<file path="src/rtl/vga_fetch_arbiter.sv">
// vga_fetch_arbiter
//   Shares one single-port framebuffer memory between the display line
//   prefetcher and a host word writer. At hcounter==HLINES it schedules a
//   burst read of the next visible line into a ping-pong line buffer. Host
//   writes are served one word per grant between bursts. The fetch always
//   has priority over a pending write.
//
//   Ports
//     pixel_clk, rst           sole clock, synchronous active-high reset
//     hcounter, vcounter       raster position from the sync generator
//     wr_req/addr/data, wr_ack host write handshake (ack is a 1-cycle pulse)
//     mem_req/we/addr/wdata    memory request (held while !mem_ready)
//     mem_ready                memory accepts the request this cycle
//     mem_rvalid/rdata         in-order read return, latency >= 1
//     lb_we/bank/addr/data     line-buffer write port (registered)
//     underrun, underrun_clr   sticky late-fetch flag and its clear
//
//   Optional feature macro: ARB_UNDERRUN_EN enables underrun detection.
//   Without it underrun is tied low and underrun_clr is ignored.
module vga_fetch_arbiter #(
  parameter int unsigned HLINES     = 1280,
  parameter int unsigned HMAX       = 1688,
  parameter int unsigned VLINES     = 1024,
  parameter int unsigned VMAX       = 1066,
  parameter int unsigned LINE_WORDS = 40,
  parameter int unsigned ADDR_W     = 16,
  parameter int unsigned DATA_W     = 32,
  parameter int unsigned FB_BASE    = 0
) (
  input  logic              pixel_clk,
  input  logic              rst,
  input  logic [11:0]       hcounter,
  input  logic [11:0]       vcounter,
  input  logic              wr_req,
  input  logic [ADDR_W-1:0] wr_addr,
  input  logic [DATA_W-1:0] wr_data,
  output logic              wr_ack,
  output logic              mem_req,
  output logic              mem_we,
  output logic [ADDR_W-1:0] mem_addr,
  output logic [DATA_W-1:0] mem_wdata,
  input  logic              mem_ready,
  input  logic              mem_rvalid,
  input  logic [DATA_W-1:0] mem_rdata,
  output logic              lb_we,
  output logic              lb_bank,
  output logic [7:0]        lb_addr,
  output logic [DATA_W-1:0] lb_data,
  output logic              underrun,
  input  logic              underrun_clr
);

  localparam logic [11:0] HLINES_C = 12'(HLINES);
  localparam logic [11:0] HMAX_C   = 12'(HMAX);
  localparam logic [11:0] VLINES_C = 12'(VLINES);
  localparam logic [11:0] VMAX_C   = 12'(VMAX);
  localparam logic [7:0]  LAST_C   = 8'(LINE_WORDS - 1);

  typedef enum logic [1:0] {
    ST_IDLE  = 2'd0,
    ST_FETCH = 2'd1,
    ST_WRITE = 2'd2
  } state_e;

  state_e              state_q, state_d;
  logic                fetch_pend_q, fetch_pend_d;
  logic [11:0]         line_q, line_d;
  logic [7:0]          issue_q, issue_d;
  logic [7:0]          ret_q, ret_d;
  logic                mem_req_q, mem_req_d;
  logic                mem_we_q, mem_we_d;
  logic [ADDR_W-1:0]   mem_addr_q, mem_addr_d;
  logic [DATA_W-1:0]   mem_wdata_q, mem_wdata_d;
  logic                wr_ack_q, wr_ack_d;
  logic                lb_we_q, lb_we_d;
  logic                lb_bank_q, lb_bank_d;
  logic [7:0]          lb_addr_q, lb_addr_d;
  logic [DATA_W-1:0]   lb_data_q, lb_data_d;
  logic                underrun_q, underrun_d;
  logic [11:0]         next_line_s;
  logic                trig_s;

  // Framebuffer word address of (line, word index), truncated to ADDR_W.
  function automatic logic [ADDR_W-1:0] fetch_addr(input logic [11:0] line,
                                                   input logic [7:0]  idx);
    logic [31:0] full;
    full = FB_BASE + (32'(line) * LINE_WORDS) + 32'(idx);
    return full[ADDR_W-1:0];
  endfunction

  assign next_line_s = (vcounter == VMAX_C) ? 12'd0 : vcounter + 12'd1;
  assign trig_s      = (hcounter == HLINES_C) && (next_line_s < VLINES_C);

  // Next-state and registered-output logic for the arbiter FSM.
  always_comb begin
    state_d      = state_q;
    // A trigger only ever sets the single pending flag; IDLE consumes it.
    fetch_pend_d = fetch_pend_q | trig_s;
    line_d       = line_q;
    issue_d      = issue_q;
    ret_d        = ret_q;
    mem_req_d    = mem_req_q;
    mem_we_d     = mem_we_q;
    mem_addr_d   = mem_addr_q;
    mem_wdata_d  = mem_wdata_q;
    wr_ack_d     = 1'b0;
    lb_we_d      = 1'b0;
    lb_bank_d    = lb_bank_q;
    lb_addr_d    = lb_addr_q;
    lb_data_d    = lb_data_q;
    unique case (state_q)
      ST_IDLE: begin
        // The live trigger counts as pending so a coincident wr_req loses.
        if (fetch_pend_q || trig_s) begin
          state_d      = ST_FETCH;
          fetch_pend_d = 1'b0;
          line_d       = next_line_s;
          issue_d      = 8'd0;
          ret_d        = 8'd0;
          mem_req_d    = 1'b1;
          mem_we_d     = 1'b0;
          mem_addr_d   = fetch_addr(next_line_s, 8'd0);
        end else if (wr_req && !wr_ack_q) begin
          // wr_ack_q blocks re-granting the request the host is just dropping.
          state_d     = ST_WRITE;
          mem_req_d   = 1'b1;
          mem_we_d    = 1'b1;
          mem_addr_d  = wr_addr;
          mem_wdata_d = wr_data;
        end else begin
          state_d = ST_IDLE;
        end
      end
      ST_FETCH: begin
        if (mem_req_q && mem_ready) begin
          issue_d = issue_q + 8'd1;
          if (issue_q == LAST_C) begin
            mem_req_d = 1'b0;
          end else begin
            mem_addr_d = fetch_addr(line_q, issue_q + 8'd1);
          end
        end else begin
          issue_d = issue_q;
        end
        if (mem_rvalid) begin
          lb_we_d   = 1'b1;
          lb_data_d = mem_rdata;
          lb_addr_d = ret_q;
          lb_bank_d = line_q[0];
          ret_d     = ret_q + 8'd1;
          if (ret_q == LAST_C) begin
            state_d = ST_IDLE;
          end else begin
            state_d = ST_FETCH;
          end
        end else begin
          ret_d = ret_q;
        end
      end
      ST_WRITE: begin
        if (mem_ready) begin
          mem_req_d = 1'b0;
          mem_we_d  = 1'b0;
          wr_ack_d  = 1'b1;
          state_d   = ST_IDLE;
        end else begin
          state_d = ST_WRITE;
        end
      end
      default: begin
        state_d   = ST_IDLE;
        mem_req_d = 1'b0;
        mem_we_d  = 1'b0;
      end
    endcase
  end

`ifdef ARB_UNDERRUN_EN
  // Sticky underrun: a fetch still outstanding at end of line, or a new
  // trigger arriving while the previous burst runs. Set beats clear.
  always_comb begin
    underrun_d = underrun_q;
    if (((hcounter == HMAX_C) && ((state_q == ST_FETCH) || fetch_pend_q)) ||
        (trig_s && (state_q == ST_FETCH))) begin
      underrun_d = 1'b1;
    end else if (underrun_clr) begin
      underrun_d = 1'b0;
    end else begin
      underrun_d = underrun_q;
    end
  end
`else
  logic unused_underrun_clr_s;
  assign unused_underrun_clr_s = underrun_clr;
  assign underrun_d = 1'b0;
`endif

  // State and output registers with synchronous reset.
  always_ff @(posedge pixel_clk) begin
    if (rst) begin
      state_q      <= ST_IDLE;
      fetch_pend_q <= 1'b0;
      line_q       <= 12'd0;
      issue_q      <= 8'd0;
      ret_q        <= 8'd0;
      mem_req_q    <= 1'b0;
      mem_we_q     <= 1'b0;
      mem_addr_q   <= '0;
      mem_wdata_q  <= '0;
      wr_ack_q     <= 1'b0;
      lb_we_q      <= 1'b0;
      lb_bank_q    <= 1'b0;
      lb_addr_q    <= 8'd0;
      lb_data_q    <= '0;
      underrun_q   <= 1'b0;
    end else begin
      state_q      <= state_d;
      fetch_pend_q <= fetch_pend_d;
      line_q       <= line_d;
      issue_q      <= issue_d;
      ret_q        <= ret_d;
      mem_req_q    <= mem_req_d;
      mem_we_q     <= mem_we_d;
      mem_addr_q   <= mem_addr_d;
      mem_wdata_q  <= mem_wdata_d;
      wr_ack_q     <= wr_ack_d;
      lb_we_q      <= lb_we_d;
      lb_bank_q    <= lb_bank_d;
      lb_addr_q    <= lb_addr_d;
      lb_data_q    <= lb_data_d;
      underrun_q   <= underrun_d;
    end
  end

  assign wr_ack    = wr_ack_q;
  assign mem_req   = mem_req_q;
  assign mem_we    = mem_we_q;
  assign mem_addr  = mem_addr_q;
  assign mem_wdata = mem_wdata_q;
  assign lb_we     = lb_we_q;
  assign lb_bank   = lb_bank_q;
  assign lb_addr   = lb_addr_q;
  assign lb_data   = lb_data_q;
  assign underrun  = underrun_q;

endmodule
</file>
<file path="config.mk">
export PLATFORM = sky130hd
export DESIGN_NAME = vga_fetch_arbiter
export DESIGN_NICKNAME = d
export VERILOG_FILES = /design/src/rtl/vga_fetch_arbiter.sv
export SDC_FILE = /design/constraint.sdc
export NUM_CORES = 1
export LEC_CHECK = 0
export ABC_AREA = 1
export CAP_MARGIN = 20
export CORE_ASPECT_RATIO = 0.9
export CORE_MARGIN = 5
export CORE_UTILIZATION = 38
export DETAILED_ROUTE_END_ITERATION = 8
export PLACE_DENSITY = 0.68
export SYNTH_ARGS = -nofsm -noshare
export SYNTH_HDL_FRONTEND = slang
export SYNTH_SLANG_ARGS = --single-unit
export TNS_END_PERCENT = 30
</file>
<file path="constraint.sdc">
create_clock -name pixel_clk -period 5.65 [get_ports pixel_clk]
set_input_delay 1.13 -clock pixel_clk [delete_from_list [all_inputs] [get_ports pixel_clk]]
set_output_delay 1.13 -clock pixel_clk [all_outputs]
set_load 0.005 [all_outputs]
</file>
=== Word level (Yosys, flattened, before mapping) ===
Cells that the tools add are included.

* Add/sub/neg operators: 4
* Multipliers: 2
* Magnitude comparators: 1
* Eq/ne operators: 13
* Muxes and demuxes: 29
* Bitwise gates (word level): 4
* Reductions and logical operators: 17

{| class="wikitable"
|+ Operators with widths
! cell !! number
|-
| 16-bit 2-to-1 mux || 4
|-
| 16-bit one-hot mux with 2 select lines || 1
|-
| 8-bit one-hot mux with 2 select lines || 2
|-
| 12-bit by 3-bit multiplier with 13-bit output (second input constant) || 2
|-
| 12-bit by 11-bit equality test with 1-bit output (second input constant) || 2
|-
| 8-bit 2-to-1 mux || 3
|-
| 16-bit by 8-bit adder with 16-bit output || 1
|-
| 8-bit by 1-bit adder with 8-bit output (second input constant) || 2
|-
| 8-bit by 6-bit equality test with 1-bit output (second input constant) || 2
|-
| 12-bit by 1-bit adder with 12-bit output (second input constant) || 1
|-
| 12-bit by 11-bit less-than comparator with 1-bit output (second input constant) || 1
|-
| 12-bit 2-to-1 mux || 1
|-
| 2-bit != test (second input constant) || 6
|-
| 3-bit AND reduction || 4
|-
| 1-bit 2-to-1 mux || 11
|-
| 2-bit 2-to-1 mux || 4
|-
| 4-bit AND reduction || 2
|-
| 1-bit one-hot mux with 3 select lines || 2
|-
| 2-bit one-hot mux with 3 select lines || 1
|-
| 2-bit AND reduction || 2
|-
| 2-bit OR reduction || 2
|-
| 1-bit logical AND || 3
|-
| 3-bit != test (second input constant) || 1
|-
| 1-bit inverter || 3
|-
| 7 further kinds || 7
|}

* Register bits after elaboration: 124
* Input port bits: 110
* Output and inout bits: 94
* Logic and storage cells: 84

=== Depth between registers and ports, before layout ===
* Word-level depth: 7
* Mapped depth: 20

=== Worst setup path after synthesis ===
Ideal clock, no wire load.

* Path type: input to register
* Start point: input vcounter[0]
* End point: register mem_addr_q[12] (netlist: mem_addr[12])
* Setup time: 115 ps
* Arrival: 3500 ps
* Data required time: 5535 ps
* Path slack: 2036 ps
* Stages on the path: 19
* Buffers on the path: 0
* Cells stage by stage: inv_1 > ha_1 > nand2_1 > nor2_1 > nand3_1 > inv_1 > nor2_1 > ha_1 > ha_1 > fa_1 > nand3_1 > nand2_1 > a31oi_1 > xor2_1 > nand2_1 > nand3_1 > nand2_1 > nor2_1 > nor2_1

* Cells in the longest elaborated chain, start to end: 7

{| class="wikitable"
|+ RTL lines
! element !! line !! RTL
|-
| start, declared || 33 || <nowiki>input logic [11:0] vcounter,</nowiki>
|-
| 12-bit by 1-bit adder with 12-bit output or 12-bit by 11-bit equality test with 1-bit output (tied branches) || 91 || <nowiki>assign next_line_s = (vcounter == VMAX_C) ? 12'd0 : vcounter + 12'd1;</nowiki>
|-
| 12-bit 2-to-1 mux * || 91 ||
|-
| via next_line_s[3] || 80 || <nowiki>logic [11:0] next_line_s;</nowiki>
|-
| parallel branches: the longest is 5 deep, another holds 12-bit by 3-bit multiplier with 13-bit output || - ||
|-
| end signal, assigned || 224 || <nowiki>mem_addr_q <= mem_addr_d;</nowiki>
|-
| end, declared || 72 || <nowiki>logic [ADDR_W-1:0] mem_addr_q, mem_addr_d;</nowiki>
|}

Mark *: on every way through the listed nets, which the timed path passes.
A chain may end at the register's enable or synchronous reset.

=== Final worst setup path ===
Same ends and word-level chain as after synthesis.

==> metrics.yaml <==
status:
  status: "finished clean"
clock_tree:
  cts_resized: 0
  clk_latency_ns: 0.42
  cts_root_buf: "clkbuf_16"
  clock_path_buffers: 2
  clk_pin_slew_worst_paths_ns: 0.06
  cts_tree: "yes"
  clock_sinks: 124
  numCtsBuffers: 17
  hold_buffers: 0
  cts-htree-levels: 4
  post_cts_buffers: 0
logic_synthesis:
  ys_ff_latch: 124
  ys_seq_area_share_pct: 35.8
  synthFlopType: "dfxtp_1"
  ys_async_sr_fraction_pct: 0
  syn_area_per_cell_um2: 6.95
  postSynthCellCount: 997
  yosysUniqueCellTypes: 43
  synth_nets: 1157
  yosysWarnings: 0
  netlist_area_um2: 6930
  synth-edff-count: 0
layout:
  drive_gt1_share_pct: 5.76
  diodes: 0
  fin_cells: 1437
  area_growth_pct: 39.9
  fill_cells: 1722
  fin_area_um2: 9700
  fin_nets: 1344
grt:
  grt_pass1_vias: 6270
  grt_pass1_wl_mm: 31.5
  grt_usage_pct: 18.0
  grt_max_degree: 67
  grt_remaining_overflow: 0
  antenna_found_initial: 0
timing:
  fmaxAchievable_mhz: 238
  hold_ws_ns: 0.440
  min_period_over_period_pct: 74.2
  finalClockSkew_ns: 0.0140
  worst_pin_slew_ns: 0.793
  max_slew_margin_pct: 46.8
  setup_tns_ns: 0
  hold_violations: 0
  fin_crit_ns: 4.19
  rsz0062_at_grt: "false"
  drv_slew: 0
  setup_viol: 0
detailed_routing:
  drtPass1Iterations: 5
  drc: 0
  vias: 6742
  drtAntennaViolNets: 0
  via_per_inst: 4.69
  wl_met3_mm: 1.23
  drt-met1-wl_mm: 9.21
  met2WireLength_mm: 8.76
  post_drt_wl_per_cell_um: 13.6
  topRoutingLayerUsed: "met4"
  drt-total-wl_mm: 19.5
  drtIter0Drc: 341
place:
  place_congestion: 0.848
  port_buffers: 201
  placed_cells: 1404
  hpwl_mm: 14.3
  placed_cell_area_um2: 9060
power:
  power_density_nw_per_um2: 254
  total_leakage_power_nw: 4.16
  power_frac_seq_pct: 38.0
  vdd_drop_max_mv: 0.204
  pwr-share-comb_pct: 15.8
  power.internal_w: 0.00182
  p_sw_w: 0.000646
  swShare_pct: 26.2
  power_w: 0.00247
  clockPowerShare_pct: 46.2
worst_setup_path:
  critPathLaunchType: "input pin"
  required_ns: 5.96
  critPathCaptureType: "register"
  critPathMaxFanout: 4
  worstSetupPathType: "input pin to register"
  critPathArrivalTime_ns: 4.50
floorplan:
  rows: 46
  dieArea_um2: 21000
  die_w_um: 152
  die_h_um: 138
  io_pins: 204
  start_util_pct: 39.0
  coreArea_um2: 17800
run:
  maxCapViolCount: 0
worst_hold_path:
  hp-class: "register to register"
-- worst paths after layout --
check | start | end | slack [ns] | cells after the start
max | vcounter[0] | mem_addr[12] | 1.46 | 20
min | mem_wdata[15] | mem_wdata[15] | 0.44 | 2
max reg2reg | line_q[1] | mem_addr[14] | 2.67 | 15
min reg2reg | mem_wdata[15] | mem_wdata[15] | 0.44 | 2
-- cell usage after synthesis, types with 4 or more instances --
library cell	instances	area share (%)
a21oi_1	114	8.2
buf_6	6	0.97
clkbuf_1	25	1.4
dfxtp_1	124	36
ha_1	47	8.5
inv_1	115	6.2
nand2_1	229	12
nand2_2	5	0.45
nand3_1	49	3.5
nand3b_1	5	0.54
nand4_1	7	0.63
nor2_1	108	5.8
nor2_2	4	0.36
nor3_1	7	0.51
o21ai_0	72	5.2
o21ai_1	11	0.79
o21bai_1	4	0.43
xnor2_1	5	0.63
xor2_1	13	1.6
-- kinds of logic (layout without fill, tap and decap cells) --
group	after synthesis	count (layout)	synth area share [%]
xor gates and xnor gates	18	18	2.27
AOI/OAI and AO/OA	217	217	16.5
buffers and inverters	159	359	9.53
adders and majority gates	50	50	9.35
other	1	1	0.0541
and+or+nand+nor	428	428	26.4
DFF	124	124	35.8
-- flip-flops by register name, summed over array words and instances, names as in the netlist --
| register | flops |
|---|---|
| mem_we | 1 |
| wr_ack | 1 |
| state_q | 2 |
| lb_we | 1 |
| mem_addr | 16 |
| mem_wdata | 32 |
| ret_q | 8 |
| issue_q | 8 |
| lb_addr | 8 |
| mem_req | 1 |
| lb_bank | 1 |
| line_q | 12 |
| fetch_pend_q | 1 |
| lb_data | 32 |
-- power groups by stage --
stage | combinational (W) | clock [W] | sequential, W
after floorplan | 0.000195 | 0 | 0.000958
after global placement | 0.000387 | 0 | 0.000954
after detailed placement | 0.000388 | 0 | 0.000956
after CTS | 0.000391 | 0.00117 | 0.000937
after global routing | 0.000433 | 0.00121 | 0.000941
final | 0.000390 | 0.00114 | 0.000937
-- stage by stage --
stage	util [%]	worst slack (ns)
global placement	51.0	1.03
CTS	54.4	1.47
floorplan	-	2.04
finish	54.5	1.46
detailed placement	51.0	1.02
global route	54.5	1.10
-- per-layer routing --
metal	global-route usage (%)	up-vias
li1	-	3608
met1	23.3	2962
met2	29.0	150
met3	5.80	22
met4	5.20	0
met5	0	-
-- layout by cell type (no fill, tap or decap), types with 4 or more instances in the layout --
cell type,instances
o21ai_1,11
inv_1,114
nand2_1,229
clkdlybuf4s50_1,200
nor3_1,7
xor2_1,13
nand3b_1,5
xnor2_1,5
nor2_1,108
nand3_1,49
buf_4,4
o21ai_0,72
clkbuf_16,17
nand4_1,7
nand2_2,5
a21oi_1,114
nor2_2,4
inv_2,4
dfxtp_1,124
clkinv_4,4
o21bai_1,4
ha_1,47
-- worst max-delay path, stage by stage --
cell and delay, ns:
clkdlybuf4s50_1 0.52, inv_1 0.08, ha_1 0.20, nand2_1 0.06, nor2_1 0.04, nand3_1 0.20, inv_1 0.12, nor2_1 0.26
ha_1 0.29, ha_1 0.26, fa_1 0.42, nand3_1 0.10, nand2_1 0.10, a31oi_1 0.18, xor2_1 0.16, nand2_1 0.06
nand3_1 0.11, nand2_1 0.08, nor2_1 0.09, nor2_1 0.04
-- cell type report --
class | count | area [µm²] | share of cell area, %
timing repair buffer | 206 | 2060 | 21.2
sequential | 124 | 2480 | 25.6
tap | 240 | 300 | 3.10
clock buffer | 17 | 425 | 4.39
clock inverter | 15 | 190 | 1.96
inverter | 121 | 457 | 4.71
multi-input combinational | 714 | 3790 | 39.1
(Power assumes the default switching activity.)
